## config.mk

```make
export PLATFORM = sky130hd
export DESIGN_NAME = vga_color_mixer_pipe_flat
export DESIGN_NICKNAME = d
export VERILOG_FILES = /design/src/rtl/vga_color_mixer_pipe_if.sv /design/src/rtl/vga_color_mixer_pipe.sv /design/src/flat_wrapper.sv
export SDC_FILE = /design/constraint.sdc
export NUM_CORES = 1
export LEC_CHECK = 0
export ABC_AREA = 1
export CAP_MARGIN = 10
export CORE_ASPECT_RATIO = 1.1
export CORE_MARGIN = 1
export CORE_UTILIZATION = 25
export DETAILED_ROUTE_END_ITERATION = 8
export PLACE_DENSITY = 0.49
export SYNTH_ARGS = -nofsm -noshare
export SYNTH_HDL_FRONTEND = slang
export SYNTH_SLANG_ARGS = --single-unit
export TNS_END_PERCENT = 5
```

## constraint.sdc

```tcl
create_clock -name clk -period 18.71 [get_ports clk]
set_clock_uncertainty 0.2 [all_clocks]
set_input_delay 2.8065 -clock clk [delete_from_list [all_inputs] [get_ports clk]]
set_output_delay 2.8065 -clock clk [all_outputs]
set_load 0.01 [all_outputs]
```

## src/rtl/vga_color_mixer_pipe_if.sv

```systemverilog
// Pixel, palette-write and fade-control bundle for vga_color_mixer_pipe.
// master = pixel source / controller, slave = the colour mixer itself.
`timescale 1ns/1ps
interface vga_color_mixer_pipe_if #(
    parameter int SEL_W = 4,
    parameter int PIX_W = 16
);
    logic             pix_valid_in;
    logic [SEL_W-1:0] color_sel;
    logic [1:0]       dith_phase;
    logic             pal_we;
    logic [SEL_W-1:0] pal_addr;
    logic [23:0]      pal_wdata;
    logic             fade_start;
    logic [7:0]       fade_target;
    logic             fade_busy;
    logic [7:0]       white_ratio;
    logic             pix_valid_out;
    logic [PIX_W-1:0] vga_data;

    modport master (
        output pix_valid_in, color_sel, dith_phase,
        output pal_we, pal_addr, pal_wdata,
        output fade_start, fade_target,
        input  fade_busy, white_ratio, pix_valid_out, vga_data
    );

    modport slave (
        input  pix_valid_in, color_sel, dith_phase,
        input  pal_we, pal_addr, pal_wdata,
        input  fade_start, fade_target,
        output fade_busy, white_ratio, pix_valid_out, vga_data
    );
endinterface

```

## src/rtl/vga_color_mixer_pipe.sv

```systemverilog
// Palette-to-RGB colour stage: palette lookup, blend toward white by the
// current white ratio, truncate and pack to {R,G,B}. Fixed 3-clock latency,
// one pixel per clock. A fade engine ramps white_ratio toward a target.
// Optional feature: define DITHER_EN to add a 2x2 Bayer threshold (selected
// by dith_phase) before truncation; without it dith_phase is ignored.
`timescale 1ns/1ps
module vga_color_mixer_pipe #(
    parameter int NUM_COLORS = 16,
    parameter int SEL_W      = 4,
    parameter int R_OUT      = 5,
    parameter int G_OUT      = 6,
    parameter int B_OUT      = 5,
    parameter int FADE_DIV   = 1024,
    parameter int FADE_STEP  = 1
) (
    input  logic                   clk,
    input  logic                   rst,
    vga_color_mixer_pipe_if.slave  bus
);
    localparam int PIX_W = R_OUT + G_OUT + B_OUT;
    localparam int PRE_W = (FADE_DIV > 1) ? $clog2(FADE_DIV) : 1;
    localparam logic [PRE_W-1:0] PRE_MAX = PRE_W'(FADE_DIV - 1);
    localparam logic [SEL_W:0]   NUM_C   = (SEL_W + 1)'(NUM_COLORS);
    localparam logic [7:0]       STEP    = 8'(FADE_STEP);

    typedef enum logic {IDLE, RAMP} fade_state_t;

    // Power-on palette contents.
    function automatic logic [23:0] reset_color(input int idx);
        case (idx)
            1:       return 24'hFFFFFF;
            2:       return 24'hFF0000;
            3:       return 24'h00FF00;
            4:       return 24'h0000FF;
            5:       return 24'hFFFF00;
            6:       return 24'h00FFFF;
            7:       return 24'hFF00FF;
            8:       return 24'h808080;
            default: return 24'h000000;
        endcase
    endfunction

    // Blend one channel toward white: (c*(255-w) + 255*w) >> 8, never above 254.
    function automatic logic [7:0] blend(input logic [7:0] c, input logic [7:0] w);
        logic [16:0] acc;
        acc = 17'(c) * 17'(8'd255 - w) + 17'(255) * 17'(w);
        return 8'(acc >> 8);
    endfunction

    // One fade step toward the target, clamped so it never overshoots.
    function automatic logic [7:0] step_toward(input logic [7:0] cur, input logic [7:0] tgt);
        if (cur < tgt)
            return ((tgt - cur) <= STEP) ? tgt : cur + STEP;
        else
            return ((cur - tgt) <= STEP) ? tgt : cur - STEP;
    endfunction

    // Truncate each channel to its top bits and pack {R,G,B}, MSB first.
    function automatic logic [PIX_W-1:0] pack(input logic [7:0] r, input logic [7:0] g,
                                              input logic [7:0] b);
        return (PIX_W'(r >> (8 - R_OUT)) << (G_OUT + B_OUT))
             | (PIX_W'(g >> (8 - G_OUT)) << B_OUT)
             |  PIX_W'(b >> (8 - B_OUT));
    endfunction

`ifdef DITHER_EN
    // Add the Bayer threshold scaled to the k dropped bits, saturating at 255.
    function automatic logic [7:0] dither_add(input logic [7:0] v, input logic [1:0] ph,
                                              input int k);
        logic [1:0] t;
        logic [7:0] thr;
        logic [8:0] sum;
        case (ph)
            2'b00:   t = 2'd0;
            2'b01:   t = 2'd2;
            2'b10:   t = 2'd3;
            default: t = 2'd1;
        endcase
        if (k >= 2) thr = 8'(t) << (k - 2);
        else        thr = 8'(t) >> (2 - k);
        sum = {1'b0, v} + {1'b0, thr};
        return sum[8] ? 8'hFF : sum[7:0];
    endfunction
`endif

    logic [23:0]      palette [NUM_COLORS];
    fade_state_t      state;
    logic [7:0]       white_ratio;
    logic [7:0]       target;
    logic             fade_busy;
    logic [PRE_W-1:0] presc;
    logic [7:0]       tgt_eff;
    logic [7:0]       ratio_step;
    logic             wrap;

    logic             sel_ok;
    logic             vld_p1, vld_p2;
    logic [23:0]      col_p1;
    logic [7:0]       w_p1;
    logic [7:0]       r_p2, g_p2, b_p2;
    logic [7:0]       r_adj, g_adj, b_adj;
    logic             pix_valid_out;
    logic [PIX_W-1:0] vga_data;

`ifdef DITHER_EN
    logic [1:0]       ph_p1, ph_p2;
`else
    logic             unused_phase;
    assign unused_phase = ^bus.dith_phase;
`endif

    // Palette storage: reset to the default colours, writes land at the edge.
    always_ff @(posedge clk or posedge rst) begin
        if (rst) begin
            for (int i = 0; i < NUM_COLORS; i++) palette[i] <= reset_color(i);
        end else if (bus.pal_we && ({1'b0, bus.pal_addr} < NUM_C)) begin
            palette[bus.pal_addr] <= bus.pal_wdata;
        end
    end

    // Effective target (a same-cycle retarget wins) and the clamped next ratio.
    always_comb begin
        tgt_eff    = bus.fade_start ? bus.fade_target : target;
        ratio_step = step_toward(white_ratio, tgt_eff);
        wrap       = (presc == PRE_MAX);
    end

    // Fade engine: IDLE waits for a start, RAMP steps the ratio at each prescaler wrap.
    always_ff @(posedge clk or posedge rst) begin
        if (rst) begin
            state       <= IDLE;
            white_ratio <= 8'd0;
            target      <= 8'd0;
            fade_busy   <= 1'b0;
            presc       <= '0;
        end else begin
            case (state)
                IDLE: begin
                    if (bus.fade_start) begin
                        target <= bus.fade_target;
                        presc  <= '0;
                        if (bus.fade_target != white_ratio) begin
                            state     <= RAMP;
                            fade_busy <= 1'b1;
                        end
                    end
                end
                RAMP: begin
                    target <= tgt_eff;
                    presc  <= wrap ? '0 : presc + 1'b1;
                    if (bus.fade_start && (bus.fade_target == white_ratio)) begin
                        state     <= IDLE;
                        fade_busy <= 1'b0;
                    end else if (wrap) begin
                        white_ratio <= ratio_step;
                        if (ratio_step == tgt_eff) begin
                            state     <= IDLE;
                            fade_busy <= 1'b0;
                        end
                    end
                end
            endcase
        end
    end

    assign sel_ok = ({1'b0, bus.color_sel} < NUM_C);

    // Datapath registers (no reset; qualified by the valid pipeline).
    always_ff @(posedge clk) begin
        // ---- S1: palette entry, ratio sample ----
        col_p1 <= sel_ok ? palette[bus.color_sel] : 24'h000000;
        w_p1   <= white_ratio;
        // ---- S2: blend toward white ----
        r_p2   <= blend(col_p1[23:16], w_p1);
        g_p2   <= blend(col_p1[15:8],  w_p1);
        b_p2   <= blend(col_p1[7:0],   w_p1);
`ifdef DITHER_EN
        ph_p1  <= bus.dith_phase;
        ph_p2  <= ph_p1;
`endif
    end

    // S3 channel conditioning ahead of truncation.
    always_comb begin
`ifdef DITHER_EN
        r_adj = dither_add(r_p2, ph_p2, 8 - R_OUT);
        g_adj = dither_add(g_p2, ph_p2, 8 - G_OUT);
        b_adj = dither_add(b_p2, ph_p2, 8 - B_OUT);
`else
        r_adj = r_p2;
        g_adj = g_p2;
        b_adj = b_p2;
`endif
    end

    // Valid pipeline and packed output register; reset flushes in-flight pixels.
    always_ff @(posedge clk or posedge rst) begin
        if (rst) begin
            vld_p1        <= 1'b0;
            vld_p2        <= 1'b0;
            pix_valid_out <= 1'b0;
            vga_data      <= '0;
        end else begin
            vld_p1        <= bus.pix_valid_in;
            vld_p2        <= vld_p1;
            // ---- S3: truncate, pack, register ----
            pix_valid_out <= vld_p2;
            if (vld_p2) vga_data <= pack(r_adj, g_adj, b_adj);
        end
    end

    assign bus.fade_busy     = fade_busy;
    assign bus.white_ratio   = white_ratio;
    assign bus.pix_valid_out = pix_valid_out;
    assign bus.vga_data      = vga_data;
endmodule

```

## src/flat_wrapper.sv

```systemverilog
// flat-port wrapper written by rule: the top's interface ports become plain ports
module vga_color_mixer_pipe_flat 
#(
    parameter int NUM_COLORS = 16,
    parameter int SEL_W      = 4,
    parameter int R_OUT      = 5,
    parameter int G_OUT      = 6,
    parameter int B_OUT      = 5,
    parameter int FADE_DIV   = 1024,
    parameter int FADE_STEP  = 1
)
  (clk, rst, bus_pix_valid_in, bus_color_sel, bus_dith_phase, bus_pal_we, bus_pal_addr, bus_pal_wdata, bus_fade_start, bus_fade_target, bus_fade_busy, bus_white_ratio, bus_pix_valid_out, bus_vga_data);
  vga_color_mixer_pipe_if #(.SEL_W(SEL_W), .PIX_W(16)) bus_i ();
  input  logic clk;
  input  logic rst;
  input wire logic [$bits(bus_i.pix_valid_in)-1:0] bus_pix_valid_in;
  input wire logic [$bits(bus_i.color_sel)-1:0] bus_color_sel;
  input wire logic [$bits(bus_i.dith_phase)-1:0] bus_dith_phase;
  input wire logic [$bits(bus_i.pal_we)-1:0] bus_pal_we;
  input wire logic [$bits(bus_i.pal_addr)-1:0] bus_pal_addr;
  input wire logic [$bits(bus_i.pal_wdata)-1:0] bus_pal_wdata;
  input wire logic [$bits(bus_i.fade_start)-1:0] bus_fade_start;
  input wire logic [$bits(bus_i.fade_target)-1:0] bus_fade_target;
  output wire logic [$bits(bus_i.fade_busy)-1:0] bus_fade_busy;
  output wire logic [$bits(bus_i.white_ratio)-1:0] bus_white_ratio;
  output wire logic [$bits(bus_i.pix_valid_out)-1:0] bus_pix_valid_out;
  output wire logic [$bits(bus_i.vga_data)-1:0] bus_vga_data;
  assign bus_i.pix_valid_in = bus_pix_valid_in;
  assign bus_i.color_sel = bus_color_sel;
  assign bus_i.dith_phase = bus_dith_phase;
  assign bus_i.pal_we = bus_pal_we;
  assign bus_i.pal_addr = bus_pal_addr;
  assign bus_i.pal_wdata = bus_pal_wdata;
  assign bus_i.fade_start = bus_fade_start;
  assign bus_i.fade_target = bus_fade_target;
  assign bus_fade_busy = bus_i.fade_busy;
  assign bus_white_ratio = bus_i.white_ratio;
  assign bus_pix_valid_out = bus_i.pix_valid_out;
  assign bus_vga_data = bus_i.vga_data;
  vga_color_mixer_pipe #(.NUM_COLORS(NUM_COLORS), .SEL_W(SEL_W), .R_OUT(R_OUT), .G_OUT(G_OUT), .B_OUT(B_OUT), .FADE_DIV(FADE_DIV), .FADE_STEP(FADE_STEP)) u_core (.clk(clk), .rst(rst), .bus(bus_i));
endmodule
```

==> key figures, run 1 <==
Outcome
  – Outcome: finished clean

Place
  – Gp weighted congestion: 0.8292
  – # placed instances: 5022
  – Area after detailed placement: 32010 um2
  – Hpwl dp: 52730 um
  – Total of buffers placed on input and output ports: 70

Critical path
  – Worst EP required: 19060 ps
  – Reg2reg path depth: 29
  – Startpoint Class: register
  – Delay contributed by the slowest stage of the critical path: 850 ps
  – Type of the setup path with the least slack: register to register
  – Category of the worst setup path capture point: register
  – Endpoint of the worst-slack reg-to-reg timing path: u_core.r_adj[6]
  – Flop-to-flop setup slack: 9760 ps
  – Launch instance of the worst register-to-register path: u_core.w_p1[4]
  – Crit path DAT: 9290 ps
  – Critical-path cell with the highest stage delay: sky130_fd_sc_hd__fa_1
  – Critical path fanouts, max: 18

Clocking
  – Root buffer cell: sky130_fd_sc_hd__clkbuf_16
  – Longest Clk Path Bufs: 3
  – Clock latency on the worst-skew pair: 700 ps
  – Post-CTS setup buffer count: 0
  – Htree depth: 2
  – CTS Buf Count: 57
  – Clock transition at path regs: 60 ps
  – CTS tree: done
  – Number of buffers added to fix hold violations after cts: 0
  – Number of resized instances in the post-cts repair step: 0
  – # clock sinks: 479

Logic synthesis
  – Ys Warns: 0
  – Number of synthesized register bits: 479
  – Number of flops mapped to enable cells by yosys: 0
  – Synthesized instance count: 3561
  – Yosys top cell by area: sky130_fd_sc_hd__dfrtp_1
  – Dominant register cell in the synthesized netlist: sky130_fd_sc_hd__dfrtp_1
  – Total nets after synthesis: 3921
  – Share of Yosys cell area claimed by the top area cell type: 27.95%
  – Syn_area_per_cell: 8.348 um2
  – Register area share after synthesis: 39.93%
  – Library cells used by synthesis: 45
  – Share of flip-flops with an asynchronous set or reset: 89.98%
  – Total standard cell area after synthesis: 29730 um2
  – Largest cells by area after synthesis: sky130_fd_sc_hd__dfrtp_1 28%, sky130_fd_sc_hd__fa_1 12%, sky130_fd_sc_hd__dfstp_2 8.8%

Finish
  – Final instance area: 33970 um2
  – Number of antenna repair diodes: 0
  – Most common cell after layout, fill and taps aside: sky130_fd_sc_hd__nand2_1
  – Layout-stage area growth over the synthesis result: 14.26%
  – Post-layout nets: 3900
  – Leading cell types in the layout, fill and taps excluded: 647 x sky130_fd_sc_hd__nand2_1, 526 x sky130_fd_sc_hd__inv_1, 518 x sky130_fd_sc_hd__o21ai_0
  – Number of fillers in the final layout: 12650
  – Fraction of layout cells with a size suffix above 1: 8.415%
  – Number of standard cells in the final layout excluding fillers: 5130
  – Core occupancy in the finished layout: 28.84%

Floorplanning
  – Overall die width: 330.8 um
  – Num ports: 73
  – Floorplan die height: 363.7 um
  – Core ar.: 117800 um2
  – Floorplan die area: 120300 um2
  – Core Rows: 132
  – Starting Density: 25.24%

GRT
  – Initial antenna violation count: 6
  – GRT Total Usage: 13.95%
  – Pin count of the biggest net entering global routing: 174
  – Total grt overflow: 0
  – Vias in the first global route: 22410
  – Global-route wire length before repair: 131000 um

Power
  – Fraction of power spent switching nets: 37.75%
  – Leakage power: 15.81 nW
  – Pwr/cell area: 132.6 nW/um2
  – Total internal power: 2.803 mW
  – Maximum VDD drop: 0.0001027 V
  – Combinational fraction of design power: 42.8%
  – Sequential power share: 31.9%
  – Relative contribution of the clock network to total power: 25.2%
  – Net switching power of the design: 1.700 mW

STA
  – Final sum of negative setup slack: 0 ps
  – Highest achievable clock rate: 111.8 MHz
  – Final setup vio count: 0
  – Final critical delay including setup and external delays: 8947 ps
  – Number of slew-limit violations in the final report: 0
  – Setup repair after global routing missed its margin: false
  – Hold slack final: 148.3 ps
  – Worst-Margin Slew: 991.8 ps
  – Number of failing hold endpoints at the final stage: 0
  – Worst slew margin relative to its limit: 33.88%
  – Final critical-path share of the clock period: 47.82%

Routing
  – Final antenna-violating net count: 0
  – Total via count after detailed routing: 22800
  – Routed wire length per instance: 16.04 um
  – First-pass DRT Iterations: 5
  – Total routed wirelength: 82270 um
  – Post-DR vias/cell: 4.444
  – Detailed Route Iter0 Violations: 1480
  – DRC viols: 0

Worst hold path
  – Hold depth: 0
  – Endpoint, Worst Hold: u_core.vld_p2
  – Hold crit path type: register to register
  – Launch point of the worst hold path: u_core.vld_p1

Job
  – Max-cap viol count: 0
## cell families (layout without fill, tap and decap cells)
family	Yosys count	in the layout	synth area share, %
and+or+nand+nor	1042	1042	14.05
AOI/OAI and AO/OA	873	873	15.55
buffers and inverters	748	776	9.563
DFF	479	479	39.93
adders and majority gates	313	313	17.54
xor gates and xnor gates	66	66	1.945
muxes	40	40	1.414
## critical path: cells and delay by family (launching register included)
kind	cells	cell delay, ps
adder cells (fa/ha/maj)	10	4720
AO/OA/AOI/OAI	8	1450
buffers and inverters	9	1350
XOR/XNOR	2	840
flip-flops	1	300
## metal layers
metal  track usage, %  part of all wire, %  up-vias  routed length [um]
li1                 -                    -    11290                   -
met1            19.47                   47    10990               39060
met2            22.74                   46      432               38170
met3            1.932                  4.3       86                3561
met4            3.099                  1.8        4                1446
met5                0                0.036        -                  30
## stage by stage
step | total power [mW] | setup WS, ps
floorplan | 2.894 | 3864
global placement | 3.385 | 9666
detailed placement | 3.403 | 9647
CTS | 4.585 | 9683
global route | 4.979 | 9255
finish | 4.503 | 9763
## registers in the layout, summed over array words and instances, names as in the netlist
register	count
u_core.r_adj	5
u_core.vld_p2	1
u_core.w_p1	8
u_core.target	8
u_core.bus.vga_data	16
u_core.vld_p1	1
u_core.col_p1	24
u_core.bus.pix_valid_out	1
u_core.presc	10
u_core.bus.white_ratio	8
u_core.g_adj	6
u_core.b_adj	5
u_core.state	1
u_core.bus.fade_busy	1
u_core.palette	384
## layout make-up
type,count,area [um2],share of cell area (%)
Multi-Input combinational cell,2334,15110,44.48
Sequential cell,479,11870,34.95
Clock buffer,85,1652,4.862
Clock inverter,23,306.5,0.9025
Tap cell,1541,1928,5.677
Inverter,561,2113,6.222
Timing Repair Buffer,107,988.4,2.910
## worst max-delay path by stage
stage	to	start	cells past startpoint	slack, ps
floorplan	u_core.bus.fade_busy	rst	1	3860
global placement	u_core.r_adj[6]	u_core.w_p1[4]	29	9670
detailed placement	u_core.r_adj[6]	u_core.w_p1[4]	29	9650
CTS	u_core.r_adj[6]	u_core.w_p1[4]	29	9680
global route	u_core.b_adj[6]	u_core.w_p1[4]	29	9250
finish	u_core.r_adj[6]	u_core.w_p1[4]	29	9760
## power groups by stage
stage               Combinational [mW]  Sequential [mW]  Clock (mW)
global route                      2.30             1.47        1.21
global placement                  1.93             1.45           0
CTS                               1.97             1.44        1.18
detailed placement                1.95             1.46           0
finish                            1.93             1.44        1.14
floorplan                         1.46             1.43           0
## Yosys cell counts, types with 28 or more instances
master	number
sky130_fd_sc_hd__a21oi_1	266
sky130_fd_sc_hd__clkinv_1	28
sky130_fd_sc_hd__inv_1	529
sky130_fd_sc_hd__nor2_1	247
sky130_fd_sc_hd__dfstp_2	99
sky130_fd_sc_hd__xor2_1	41
sky130_fd_sc_hd__nand2_1	647
sky130_fd_sc_hd__fa_1	173
sky130_fd_sc_hd__ha_1	140
sky130_fd_sc_hd__dfxtp_1	48
sky130_fd_sc_hd__dfrtp_1	332
sky130_fd_sc_hd__nand3_1	98
sky130_fd_sc_hd__o211ai_1	32
sky130_fd_sc_hd__o221ai_1	29
sky130_fd_sc_hd__o21ai_0	518
sky130_fd_sc_hd__clkbuf_1	162
No activity file was read; power rests on OpenSTA's default activity.
==> run 2, diff against run 1 <==
clock period = 8.45 ns   (was 18.71 ns; I/O delays follow)
==> run 2 against run 1 <==
Against the previous run:
- critical path depth unchanged
- highest routed layer unchanged
- non-clock buffer count up 4
- largest cell class unchanged
- sequential power up 120%
- worst setup slack worse by 8900 ps
==> key figures, run 2 (synthesis gave the netlist of run 1 again) <==
Finish
  – Post-layout nets: 3907 (+0.18%)
  – Fraction of layout cells with a size suffix above 1: 8.424% (+0.0091 points)
  – Largest register by flop count: u_core.palette
  – Layout-stage area growth over the synthesis result: 14.64%
  – Most common cell after layout, fill and taps aside: sky130_fd_sc_hd__nand2_1
  – Number of fillers in the final layout: 12610 (-0.29%)
  – Footprint of the multi-input gates: 15110 um2 (unchanged)
  – Top Registers: u_core.palette: 384 flops, u_core.col_p1: 24 flops, u_core.bus.vga_data: 16 flops
  – Number of antenna repair diodes: 0 (unchanged)
  – Largest register FFs: 384 (unchanged)
  – Leading cell types in the layout, fill and taps excluded: 647 x sky130_fd_sc_hd__nand2_1, 526 x sky130_fd_sc_hd__inv_1, 518 x sky130_fd_sc_hd__o21ai_0
  – Combined flip-flop and latch cell area: 11870 um2 (unchanged)

Critical path
  – Worst EP required: 8840 ps (-10220 ps)
  – Type of the setup path with the least slack: register to register
  – Cell type group with the largest total delay on the critical path: adder cells
  – Critical-path cell with the highest stage delay: sky130_fd_sc_hd__fa_1
  – Category of the worst setup path capture point: register
  – Critical path fanouts, max: 4 (-14)
  – Worst path buffer plus inverter count: 9 (unchanged)
  – Startpoint Class: register
  – Crit path DAT: 7950 ps (-1340 ps)
  – Delay contributed by the slowest stage of the critical path: 600 ps (-250 ps)

GRT
  – Initial antenna violation count: 6 (unchanged)
  – Vias in the first global route: 22700 (+1.3%)
  – Pin count of the biggest net entering global routing: 233 (+34%)
  – Total grt overflow: 0 (unchanged)
  – GRT Total Usage: 13.91% (-0.036 points)
  – Global-route wire length before repair: 131500 um (+0.36%)

Place
  – Gp weighted congestion: 0.8270 (-0.27%)
  – Hpwl dp: 52410 um (-0.60%)
  – Total of buffers placed on input and output ports: 70 (unchanged)

STA
  – Highest achievable clock rate: 132.2 MHz (+18%)
  – Number of slew-limit violations in the final report: 0 (unchanged)
  – Final setup vio count: 0 (unchanged)
  – Number of failing hold endpoints at the final stage: 0 (unchanged)
  – Final critical delay including setup and external delays: 7566 ps (-1382 ps)
  – Final critical-path share of the clock period: 89.53% (+42 points)
  – Worst-Margin Slew: 1030 ps (+37.77 ps)
  – Setup repair after global routing missed its margin: false
  – Worst slew margin relative to its limit: 31.36% (-2.5 points)
  – Final sum of negative setup slack: 0 ps (unchanged)

Clocking
  – Longest Clk Path Bufs: 3 (unchanged)
  – Post-CTS setup buffer count: 0 (unchanged)
  – Number of resized instances in the post-cts repair step: 0 (unchanged)
  – Root buffer cell: sky130_fd_sc_hd__clkbuf_16
  – Number of buffers added to fix hold violations after cts: 0 (unchanged)
  – # clock sinks: 479 (unchanged)
  – CTS Buf Count: 60 (+5.3%)
  – Htree depth: 2 (unchanged)
  – CTS tree: done
  – Clock transition at path regs: 50 ps (about the same)
  – Clock latency on the worst-skew pair: 700 ps (about the same)

Power
  – Maximum VDD drop: 0.0001752 V (+71%)
  – Final total power: 10.01 mW (+120%)
  – Pwr/cell area: 293.9 nW/um2 (+120%)
  – Leakage power: 15.85 nW (+0.25%)

Routing
  – DRC viols: 0 (unchanged)
  – Post-DR vias/cell: 4.442 (about the same)
  – Total via count after detailed routing: 22820 (+0.096%)
  – Detailed Route Iter0 Violations: 1577 (+6.6%)
  – Final antenna-violating net count: 0 (unchanged)
  – First-pass DRT Iterations: 5 (unchanged)
  – Routed wire length per instance: 16.01 um (-0.17%)
  – Total routed wirelength: 82260 um (about the same)

Floorplanning
  – Core Rows: 132 (unchanged)
  – Overall die width: 330.8 um (unchanged)
  – Starting Density: 25.24% (unchanged)
  – Floorplan die area: 120300 um2 (unchanged)
  – Num ports: 73 (unchanged)
  – Core ar.: 117800 um2 (unchanged)
  – Floorplan die height: 363.7 um (unchanged)

Outcome
  – Outcome: finished clean

Job
  – Max-cap viol count: 0 (unchanged)

Worst hold path
  – Hold crit path type: register to register
run 2: cell types whose count changed in the layout (fill, tap and decap cells not counted):
cell and change:
sky130_fd_sc_hd__clkbuf_1 +7, sky130_fd_sc_hd__clkinv_2 -4, sky130_fd_sc_hd__inv_6 +4, sky130_fd_sc_hd__buf_12 +3, sky130_fd_sc_hd__clkbuf_16 +3, sky130_fd_sc_hd__clkbuf_8 -3
sky130_fd_sc_hd__clkinv_4 -3, sky130_fd_sc_hd__buf_4 +1, sky130_fd_sc_hd__clkinvlp_4 +1, sky130_fd_sc_hd__inv_8 -1
run 2: path summary, 6_finish.rpt:
kind                                           to  slack [ps]            from  cells after the start
setup / recovery                  u_core.r_adj[6]         880  u_core.w_p1[2]                     29
hold / removal                      u_core.vld_p2         140   u_core.vld_p1                      0
max in group asynchronous      u_core.palette[36]        5370             rst                      4
min in group asynchronous  u_core.bus.vga_data[6]         890             rst                      2
setup reg to reg                  u_core.r_adj[6]         880  u_core.w_p1[2]                     29
hold reg to reg                     u_core.vld_p2         140   u_core.vld_p1                      0
run 2: cell type report:
cell class,count,area share [%]
tap,1541,5.658
clock buffer,92,5.023
timing repair buffer,111,3.099
clock inverter,20,0.8665
inverter,561,6.190
multi-input combinational,2334,44.33
sequential,479,34.83
run 2: report_power, final:
part	internal, mW	switching [mW]
sequential	2.94	0.244
combinational	1.79	2.44
clock	1.53	1.08
total	6.25	3.76
run 2: metrics by stage:
| step | hold WS (ps) | cells | utilization (%) | cell area (um2) | setup WS, ps |
|---|---|---|---|---|---|
| 6_report | 144.9 | 5138 | 28.94 | 34080 | 884.4 |
| 5_1_grt | 155.5 | 5138 | 28.94 | 34080 | 404.0 |
| 4_1_cts | 148.9 | 5138 | 28.94 | 34080 | 826.1 |
| 3_5_place_dp | 135.8 | 5026 | 27.24 | 32070 | 818.8 |
| 3_3_place_gp | 135.1 | 5026 | 27.24 | 32070 | 847.3 |
| 2_1_floorplan | 131.2 | 3561 | - | 29730 | 765.8 |
run 2: layer usage:
metal / track usage (%) / part of all wire (%) / vias up / wire length, um
met3: 1.915 / 3.7 / 115 / 3063
met5: 0 / 0.041 / - / 34
met2: 22.42 / 46 / 364 / 37520
met4: 3.578 / 2.2 / 6 / 1839
li1: - / - / 11290 / -
met1: 19.46 / 48 / 11050 / 39800
==> run 3, diff against run 2 <==
PLACE_DENSITY = 0.5   (was 0.49)
clock period = 6.2 ns   (was 8.45 ns; I/O delays follow)
==> run 3 against run 2 <==
Against the previous run:
- the run now ends with negative setup slack left
- critical path depth unchanged
- sequential cell count did not move
- critical path type unchanged
- power rose by 53%
- critical endpoint is now u_core.b_adj[7]
==> key figures, run 3 (synthesis gave the netlist of run 1 again) <==
Finish
  – Largest register FFs: 384 (unchanged)
  – Combined flip-flop and latch cell area: 11880 um2 (about the same)
  – Largest register by flop count: u_core.palette
  – Core occupancy in the finished layout: 29.95% (+1.0 points)
  – Fraction of layout cells with a size suffix above 1: 12.41% (+4.0 points)
  – Most common cell after layout, fill and taps aside: sky130_fd_sc_hd__nand2_1
  – Layout-stage area growth over the synthesis result: 18.65%
  – Footprint of the multi-input gates: 15410 um2 (+2.0%)
  – Number of fillers in the final layout: 12610 (-0.063%)
  – Leading cell types in the layout, fill and taps excluded: 646 x sky130_fd_sc_hd__nand2_1, 520 x sky130_fd_sc_hd__inv_1, 512 x sky130_fd_sc_hd__o21ai_0
  – Top Registers: u_core.palette: 384 flops, u_core.col_p1: 24 flops, u_core.bus.vga_data: 16 flops
  – Number of standard cells in the final layout excluding fillers: 5218 (+1.6%)
  – Post-layout nets: 3985 (+2.0%)

Clocking
  – Longest Clk Path Bufs: 3 (unchanged)
  – Number of buffers added to fix hold violations after cts: 0 (unchanged)
  – Htree depth: 2 (unchanged)
  – CTS tree: done
  – # clock sinks: 479 (unchanged)
  – Clock latency on the worst-skew pair: 640 ps (-60 ps)
  – Root buffer cell: sky130_fd_sc_hd__clkbuf_16
  – Clock transition at path regs: 60 ps (about the same)
  – CTS Buf Count: 58 (-3.3%)

Outcome
  – Outcome: finished with violations
  – Violated checks: negative setup slack

Place
  – Gp weighted congestion: 0.8739 (+5.7%)
  – # placed instances: 5103 (+1.5%)
  – Total of buffers placed on input and output ports: 70 (unchanged)
  – Hpwl dp: 53580 um (+2.2%)

Critical path
  – Most prevalent standard cell on the critical path: sky130_fd_sc_hd__fa_1
  – Worst EP required: 6540 ps (-2300 ps)
  – Critical path fanouts, max: 4 (unchanged)
  – Launch instance of the worst register-to-register path: u_core.w_p1[2]
  – Category of the worst setup path capture point: register
  – Startpoint Class: register
  – Crit path launch: u_core.w_p1[2]
  – Delay contributed by the slowest stage of the critical path: 580 ps (-20 ps)
  – Type of the setup path with the least slack: register to register
  – Crit path DAT: 7020 ps (-930 ps)
  – Critical-path cell with the highest stage delay: sky130_fd_sc_hd__fa_2

Routing
  – Final antenna-violating net count: 0 (unchanged)
  – DRC viols: 0 (unchanged)
  – Total via count after detailed routing: 23040 (+0.98%)
  – Detailed Route Iter0 Violations: 1581 (+0.25%)
  – Routed wire length per instance: 15.74 um (-1.7%)
  – Total routed wirelength: 82140 um (-0.15%)
  – Post-DR vias/cell: 4.416 (-0.57%)
  – First-pass DRT Iterations: 5 (unchanged)

STA
  – Number of failing hold endpoints at the final stage: 0 (unchanged)
  – Worst-Margin Slew: 949.4 ps (-80.24 ps)
  – Final critical delay including setup and external delays: 6686 ps (-879.4 ps)
  – Smallest setup slack after layout: -486.2 ps (-1371 ps)
  – Number of slew-limit violations in the final report: 0 (unchanged)
  – Highest achievable clock rate: 149.6 MHz (+13%)
  – Final sum of negative setup slack: -5445 ps (-5445 ps)
  – Final critical-path share of the clock period: 107.8% (+18 points)
  – Worst slew margin relative to its limit: 36.71% (+5.3 points)
  – Setup repair after global routing missed its margin: true
  – Final setup vio count: 16 (+16)

GRT
  – Global-route wire length before repair: 130800 um (-0.48%)
  – Total grt overflow: 0 (unchanged)
  – Pin count of the biggest net entering global routing: 156 (-33%)
  – GRT Total Usage: 13.79% (-0.12 points)
  – Initial antenna violation count: 7 (+1)
  – Vias in the first global route: 23120 (+1.8%)

Floorplanning
  – Starting Density: 25.24% (unchanged)
  – Floorplan die height: 363.7 um (unchanged)
  – Overall die width: 330.8 um (unchanged)
  – Floorplan die area: 120300 um2 (unchanged)
  – Num ports: 73 (unchanged)
  – Core ar.: 117800 um2 (unchanged)
  – Core Rows: 132 (unchanged)

Job
  – Max-cap viol count: 0 (unchanged)

Power
  – Final total power: 15.30 mW (+53%)
  – Maximum VDD drop: 0.0003586 V (+100%)
  – Leakage power: 16.41 nW (+3.6%)
  – Pwr/cell area: 433.7 nW/um2 (+48%)

Worst hold path
  – Hold crit path type: register to register
  – Launch point of the worst hold path: u_core.vld_p1
run 3: where the power goes:
part	internal [mW]	leakage [nW]	switching (mW)
sequential	4.01	5.48	0.337
clock	2.39	1.08	1.47
combinational	3.37	9.86	3.71
run 3: worst paths after layout:
| check | to | slack [ps] | cells past startpoint |
|---|---|---|---|
| min in group asynchronous | u_core.palette[97] | 530 | 2 |
| min | u_core.vld_p2 | 150 | 0 |
| max in group asynchronous | u_core.target[0] | 3960 | 3 |
| min reg2reg | u_core.vld_p2 | 150 | 0 |
| max | u_core.b_adj[7] | -490 | 29 |
| max reg2reg | u_core.b_adj[7] | -490 | 29 |
run 3: cell type report:
cell class / instances / area share [%]
Sequential cell: 479 / 33.67
Clock buffer: 78 / 4.697
Tap cell: 1541 / 5.467
Clock inverter: 32 / 1.593
Timing Repair Buffer: 191 / 4.860
Inverter: 561 / 6.020
Antenna cell: 2 / 0.01419
Multi-Input combinational cell: 2334 / 43.68
run 3: routing by layer:
layer	wire (um)	vias to the layer above	share of wire (%)	GRT usage, %
li1	-	11450	-	-
met3	3927	104	4.8	2.133
met1	39030	11030	48	19.17
met2	37540	451	46	22.27
met4	1583	8	1.9	3.334
met5	48	-	0.058	0
run 3: what timing repair did:
action,CTS,global route
buffers inserted,3,0
gates resized for setup,32,13
pin swaps,30,7
setup endpoints to repair,16,16
run 3: critical path: cells and delay by family, from the launching register on:
| kind | cells | cell delay, ps |
|---|---|---|
| AO/OA/AOI/OAI | 4 | 560 |
| XOR/XNOR | 3 | 520 |
| adder cells (fa/ha/maj) | 10 | 4190 |
| buffers and inverters | 10 | 680 |
| flip-flops | 1 | 330 |
| AND/OR/NAND/NOR | 2 | 110 |
run 3: through the flow:
stage	area (um2)	setup WS [ps]	hold slack (ps)
2_1_floorplan	29880	-832.8	131.2
3_3_place_gp	32820	-845.7	133.5
3_5_place_dp	32820	-831.0	135.5
4_1_cts	35200	-570.0	148.5
5_1_grt	35270	-816.4	157.9
6_report	35270	-486.2	148.5
